## src/rtl/adder_pkg.sv

```systemverilog
// Shared types and helpers for the digit-serial prefix adder:
// FSM states, the (G,P) dot operator and digit-count sizing.
package adder_pkg;

    typedef enum logic [1:0] {
        IDLE,
        CALC,
        FIX,
        DONE
    } state_t;

    function automatic int cnt_width(input int n);
        return (n > 1) ? $clog2(n) : 1;
    endfunction

    // High operand first: G = gh | ph&gl, P = ph&pl.
    function automatic logic [1:0] dot(input logic gh, input logic ph,
                                       input logic gl, input logic pl);
        return {gh | (ph & gl), ph & pl};
    endfunction

    localparam int WIDTH_DEF = 16;
    localparam int DIGIT_DEF = 4;
    localparam int NDIG      = WIDTH_DEF / DIGIT_DEF;
    localparam int CNT_W     = cnt_width(NDIG);

endpackage

```

## src/rtl/digit_prefix_unit.sv

```systemverilog
// Combinational Kogge-Stone digit slice: resolves intra-digit carries from
// the incoming carry and reports the digit's group generate/propagate.
module digit_prefix_unit
    import adder_pkg::*;
#(
    parameter int DIGIT = 4
) (
    input  logic [DIGIT-1:0] a_d,
    input  logic [DIGIT-1:0] b_d,
    input  logic             cin,
    output logic [DIGIT-1:0] s_d,
    output logic             c_out,
    output logic             Gd,
    output logic             Pd
);

    localparam int LEVELS = (DIGIT > 1) ? $clog2(DIGIT) : 0;

    genvar lv, bi;
    for (lv = 0; lv <= LEVELS; lv++) begin : g_stage
        logic [DIGIT-1:0] w_g;
        logic [DIGIT-1:0] w_p;
        if (lv == 0) begin : g_init
            assign w_g = a_d & b_d;
            assign w_p = a_d ^ b_d;
        end else begin : g_comb
            for (bi = 0; bi < DIGIT; bi++) begin : g_bit
                if (bi >= (2 ** (lv - 1))) begin : g_dot
                    assign {w_g[bi], w_p[bi]} = dot(g_stage[lv-1].w_g[bi],
                                                    g_stage[lv-1].w_p[bi],
                                                    g_stage[lv-1].w_g[bi-(2**(lv-1))],
                                                    g_stage[lv-1].w_p[bi-(2**(lv-1))]);
                end else begin : g_pass
                    assign w_g[bi] = g_stage[lv-1].w_g[bi];
                    assign w_p[bi] = g_stage[lv-1].w_p[bi];
                end
            end
        end
    end

    logic [DIGIT-1:0] w_gPre;
    logic [DIGIT-1:0] w_pPre;
    logic [DIGIT-1:0] w_carry;

    assign w_gPre = g_stage[LEVELS].w_g;
    assign w_pPre = g_stage[LEVELS].w_p;

    // Carry into bit i is the prefix over bits [i-1:0] applied to cin.
    always_comb begin
        w_carry    = '0;
        w_carry[0] = cin;
        for (int i = 1; i < DIGIT; i++) begin
            w_carry[i] = w_gPre[i-1] | (w_pPre[i-1] & cin);
        end
    end

    assign s_d   = g_stage[0].w_p ^ w_carry;
    assign Gd    = w_gPre[DIGIT-1];
    assign Pd    = w_pPre[DIGIT-1];
    assign c_out = Gd | (Pd & cin);

endmodule

```

## src/rtl/serial_prefix_adder.sv

```systemverilog
// Digit-serial adder: one DIGIT-wide slice per cycle, LS digit first, with an
// optional end-around-carry pass for modulo 2^WIDTH-1 addition.
module serial_prefix_adder
    import adder_pkg::*;
#(
    parameter int WIDTH = WIDTH_DEF,
    parameter int DIGIT = DIGIT_DEF
) (
    input  logic             clk,
    input  logic             rst_n,
    input  logic             in_valid,
    output logic             in_ready,
    input  logic [WIDTH-1:0] a,
    input  logic [WIDTH-1:0] b,
    input  logic             cin,
    input  logic             mod_m1,
    output logic             out_valid,
    input  logic             out_ready,
    output logic [WIDTH-1:0] sum,
    output logic             cout,
    output logic             gout,
    output logic             pout
);

    localparam int                LNDIG  = WIDTH / DIGIT;
    localparam int                LCNT_W = cnt_width(LNDIG);
    localparam logic [LCNT_W-1:0] LAST   = LCNT_W'(LNDIG - 1);

    state_t              r_state;
    logic [LCNT_W-1:0]   r_cnt;
    logic [WIDTH-1:0]    r_opA;
    logic [WIDTH-1:0]    r_opB;
    logic                r_mod;
    logic                r_carry;
    logic                r_gAcc;
    logic                r_pAcc;

    logic [DIGIT-1:0]    w_aDig;
    logic [DIGIT-1:0]    w_bDig;
    logic [DIGIT-1:0]    w_sDig;
    logic                w_cOut;
    logic                w_gd;
    logic                w_pd;
    logic [WIDTH-1:0]    w_sumNext;

    assign w_aDig = r_opA[r_cnt*DIGIT +: DIGIT];
    assign w_bDig = r_opB[r_cnt*DIGIT +: DIGIT];

    always_comb begin
        w_sumNext                          = sum;
        w_sumNext[r_cnt*DIGIT +: DIGIT]    = w_sDig;
    end

    digit_prefix_unit #(
        .DIGIT (DIGIT)
    ) u_digit (
        .a_d   (w_aDig),
        .b_d   (w_bDig),
        .cin   (r_carry),
        .s_d   (w_sDig),
        .c_out (w_cOut),
        .Gd    (w_gd),
        .Pd    (w_pd)
    );

    always_ff @(posedge clk or negedge rst_n) begin
        if (!rst_n) begin
            r_state   <= IDLE;
            r_cnt     <= '0;
            r_opA     <= '0;
            r_opB     <= '0;
            r_mod     <= 1'b0;
            r_carry   <= 1'b0;
            r_gAcc    <= 1'b0;
            r_pAcc    <= 1'b1;
            in_ready  <= 1'b1;
            out_valid <= 1'b0;
            sum       <= '0;
            cout      <= 1'b0;
            gout      <= 1'b0;
            pout      <= 1'b0;
        end else begin
            case (r_state)
                IDLE: begin
                    if (in_valid) begin
                        r_opA    <= a;
                        r_opB    <= b;
                        r_mod    <= mod_m1;
                        r_carry  <= mod_m1 ? 1'b0 : cin;
                        r_gAcc   <= 1'b0;
                        r_pAcc   <= 1'b1;
                        r_cnt    <= '0;
                        in_ready <= 1'b0;
                        r_state  <= CALC;
                    end
                end
                CALC: begin
                    sum     <= w_sumNext;
                    r_carry <= w_cOut;
                    {r_gAcc, r_pAcc} <= dot(w_gd, w_pd, r_gAcc, r_pAcc);
                    if (r_cnt == LAST) begin
                        cout         <= w_cOut;
                        {gout, pout} <= dot(w_gd, w_pd, r_gAcc, r_pAcc);
                        r_cnt        <= '0;
                        // End-around carry: re-add 1 to the first-pass sum.
                        if (r_mod && w_cOut) begin
                            r_opA   <= w_sumNext;
                            r_opB   <= '0;
                            r_carry <= 1'b1;
                            r_state <= FIX;
                        end else begin
                            out_valid <= 1'b1;
                            r_state   <= DONE;
                        end
                    end else begin
                        r_cnt <= r_cnt + LCNT_W'(1);
                    end
                end
                FIX: begin
                    sum     <= w_sumNext;
                    r_carry <= w_cOut;
                    if (r_cnt == LAST) begin
                        r_cnt     <= '0;
                        out_valid <= 1'b1;
                        r_state   <= DONE;
                    end else begin
                        r_cnt <= r_cnt + LCNT_W'(1);
                    end
                end
                DONE: begin
                    if (out_ready) begin
                        out_valid <= 1'b0;
                        in_ready  <= 1'b1;
                        r_state   <= IDLE;
                    end
                end
                default: r_state <= IDLE;
            endcase
        end
    end

endmodule

```

## config.mk

```make
export PLATFORM = sky130hd
export DESIGN_NAME = serial_prefix_adder
export DESIGN_NICKNAME = d
export VERILOG_FILES = /design/src/rtl/adder_pkg.sv /design/src/rtl/digit_prefix_unit.sv /design/src/rtl/serial_prefix_adder.sv
export SDC_FILE = /design/constraint.sdc
export NUM_CORES = 1
export LEC_CHECK = 0
export ABC_CLOCK_PERIOD_IN_PS = 3910
export CAP_MARGIN = 0
export CORE_AREA = 2 2 82 84
export DETAILED_ROUTE_END_ITERATION = 12
export DIE_AREA = 0 0 84 86
export GPL_ROUTABILITY_DRIVEN = 0
export PLACE_DENSITY = 0.78
export SLEW_MARGIN = 20
export SYNTH_ARGS = -nofsm -noshare
export SYNTH_HDL_FRONTEND = slang
export SYNTH_HIERARCHICAL = 1
export SYNTH_SLANG_ARGS = --single-unit
```

## constraint.sdc

```tcl
create_clock -name clk -period 3.91 [get_ports clk]
set_input_delay 0.782 -clock clk [delete_from_list [all_inputs] [get_ports clk]]
set_output_delay 0.782 -clock clk [all_outputs]
set_load 0.03 [all_outputs]
```

==> results of run 1 <==
-- stage by stage --
step	instances	setup WS, ns	area, um2	hold slack [ns]	power (mW)
finish	444	0.574	4040	0.454	3.84
CTS	444	0.547	4030	0.476	3.84
global route	444	0.274	4040	0.500	4.13
floorplan	303	1.06	3220	0.445	2.60
global placement	428	0.724	3860	0.458	3.26
detailed placement	428	0.600	3860	0.472	3.32
-- critical path, delay by kind of cell, from the launching register on --
kind,cells,cell delay [ns]
adder cells (fa/ha/maj),1,0.39
AND/OR/NAND/NOR,2,0.25
multiplexers,1,0.59
buffers and inverters,1,0.34
flip-flops,1,0.88
AO/OA/AOI/OAI,4,0.73
-- report_power, final --
group | total [mW] | switching, mW | leakage (nW) | internal (mW)
Sequential | 1.12 | 0.224 | 0.782 | 0.891
Clock | 0.500 | 0.268 | 0.0891 | 0.231
Combinational | 2.22 | 1.33 | 0.865 | 0.898
-- layout make-up --
cell class                 count  area, um2
fill                         529       2240
multi-input combinational    219       1590
sequential                    61       1530
timing repair buffer          63        613
clock buffer                   9        124
tap                           77       96.3
clock inverter                 7       52.6
inverter                       8       30.0
-- cell usage after synthesis (all sizes together), types with 2 or more instances --
cell and n:
a21o 4, a21oi 12, a222oi 7, a22o 18, a22oi 4, a31oi 9
a32o 7, and2 2, and3 2, buf 11, clkbuf 4, dfrtp 59
dfstp 2, ha 14, inv 8, mux2 3, mux2i 2, mux4 8
nand2 48, nand2b 6, nand3 6, nand4 3, nor2 15, nor2b 2
nor3 3, nor3b 2, o21ai 25, o2bb2ai 2, xor2 2
-- final timing paths --
path | startpoint | end | slack (ns) | cells past startpoint
max reg2reg | r_cnt[0] | r_opA[2] | 0.57 | 9
max | r_cnt[0] | r_opA[2] | 0.57 | 9
max in group asynchronous | rst_n | r_opA[13] | 2.58 | 2
min in group clk | r_opA[14] | r_opA[14] | 0.48 | 2
min | rst_n | r_gAcc | 0.45 | 1
min reg2reg | r_opA[14] | r_opA[14] | 0.48 | 2
-- routing by layer --
layer,wire (um),track usage,vias to the layer above
met5,0,0,-
met1,3460,0.321,1317
li1,-,-,1255
met3,442,0.0606,12
met4,158,0.0821,0
met2,4030,0.388,88
-- sequential cells by signal, indices dropped and copies added (netlist names) --
signal     count
r_opA         16
r_opB         16
sum           16
r_cnt          2
r_state        2
cout           1
gout           1
in_ready       1
out_valid      1
pout           1
r_carry        1
r_gAcc         1
r_mod          1
r_pAcc         1
-- cell families (layout without fill, tap and decap cells) --
family          after synthesis  count (layout)  share of synthesized area
flops                        61              61                      0.475
compound gates               94              94                      0.209
xor+xnor                      3               3                    0.00817
mux                          13              13                     0.0727
simple gates                 94              94                      0.143
buf+inv                      23              87                     0.0311
fa+ha+maj                    15              15                     0.0607
==> impl_metrics.tcl, run 1 <==
set metrics [dict create \
    ant_nets 0 \
    rsz0062_at_grt "no" \
    synthDistinctLibCells 47 \
    syn2layout_area_growth_pct 25.4 \
    ys_ff_latch 61 \
    core.rowCount 29 \
    drv_slew 0 \
    fmax_mhz 300 \
    globalRoute.totalOverflow 0 \
    clk_pin_slew_ns 0.07 \
    num_antenna_cells 0 \
    clkLatencyLatePin_ns 0.34 \
    hold_class "input pin to asynchronous set/reset pin" \
    cpPeakStageDelay_ns 0.88 \
    yosysWarnings 6 \
    async_flop_share 1.00 \
    hold_buffers 0 \
    synth.yosys.seq_area_share 0.475 \
    hold_viol 0 \
    slowest_stage "dfrtp_1" \
    first_pass_iters 5 \
    initial_core_util 0.513 \
    max_cap_violations 0 \
    fin_crit_sh 0.853 \
    vias_per_cell 6.02 \
    grt_max_degree 41 \
    setup_violations 0 \
    synth_edf_count 0 \
    die_w_um 84 \
    path_max_fanout 40 \
    worstPathCellList "mux4_2 > ha_1 > a21oi_2 > nand3_2 > a21o_1 > nand4_1 > a21o_1 > buf_4 > o21ai_0" \
    synth_nets 356 \
    end_kind "flop" \
    clk_path_buf_depth 2 \
    tightestPinTransition_ns 0.820 \
    worstPathArrival_ns 3.54 \
    yosysTopAreaCellShare 0.459 \
    slew_headroom 0.453 \
    num_vias 2672 \
    gr-usage-all-layers 0.240 \
    synthTopCellsByArea "dfrtp_1, mux4_2, nand2_1, ha_1, a22o_1" \
    fin_util 0.643 \
    power_density_nw_per_um2 951 \
    drive_gt1_frac 0.117 \
    dpl.hpwl_um 5680 \
    port_buffers 58 \
    dieArea_um2 7220 \
    peakVddDrop_mv 0.473 \
    synth_largest_area_cell "dfrtp_1" \
    first_iter_violations 241 \
    tns_ns 0 \
    startpoint_type "flop" \
    final_common_cell "dfrtp_1" \
    wire_per_inst_um 18.2 \
    crit_type "flop to flop" \
    nets 415 \
    cts_tree "done" \
    status "finished, final reports clean" \
    first_global_vias 2717 \
    post_cts_buffers 0 \
    htreeDepth 3 \
    grt_antenna_before_repair 0 \
    fp.coreArea_um2 6280 \
    cts_resized 0 \
    cts-root-buf "clkbuf_8" \
    p_leak_nw 1.74 \
    die_y_um 86 \
    clock-sinks 61 \
    wl_um 8100 \
    layout_min_cycle_time_ns 3.34 \
    synth_top_flop_cell "dfrtp_1" \
    crit_required_ns 4.11 \
    crit_path_frequent_cell "a21o_1" \
    cts_buffers 9 \
    drc_errors 0 \
    mostFrequentLayoutCells "dfrtp_1, clkdlybuf4s50_1, nand2_1" \
    pin_count 59 \
    netlist_instances 303 \
    netlist_area_um2 3220 \
    grt_first_pass_wirelength_um 13500 \
    syn_avg_cell_area_um2 10.6 \
    skew_ns 0.00625 \
]
No activity file was read; power rests on OpenSTA's default activity.
==> run 2, diff against run 1 <==
--- a/config.mk
+++ b/config.mk
@@ -12,6 +12,7 @@
 export DIE_AREA = 0 0 84 86
 export GPL_ROUTABILITY_DRIVEN = 0
 export PLACE_DENSITY = 0.78
+export SETUP_SLACK_MARGIN = 0.02
 export SLEW_MARGIN = 20
 export SYNTH_ARGS = -nofsm -noshare
 export SYNTH_HDL_FRONTEND = slang
==> results of run 2 <==
Final layout, timing and power as in run 1 (identical DEF).
==> run 3, diff against run 2 <==
--- a/config.mk
+++ b/config.mk
@@ -6,7 +6,7 @@
 export NUM_CORES = 1
 export LEC_CHECK = 0
 export ABC_CLOCK_PERIOD_IN_PS = 3910
-export CAP_MARGIN = 0
+export CAP_MARGIN = 20
 export CORE_AREA = 2 2 82 84
 export DETAILED_ROUTE_END_ITERATION = 12
 export DIE_AREA = 0 0 84 86
==> results of run 3 <==
Final layout, timing and power as in run 1 (identical DEF).
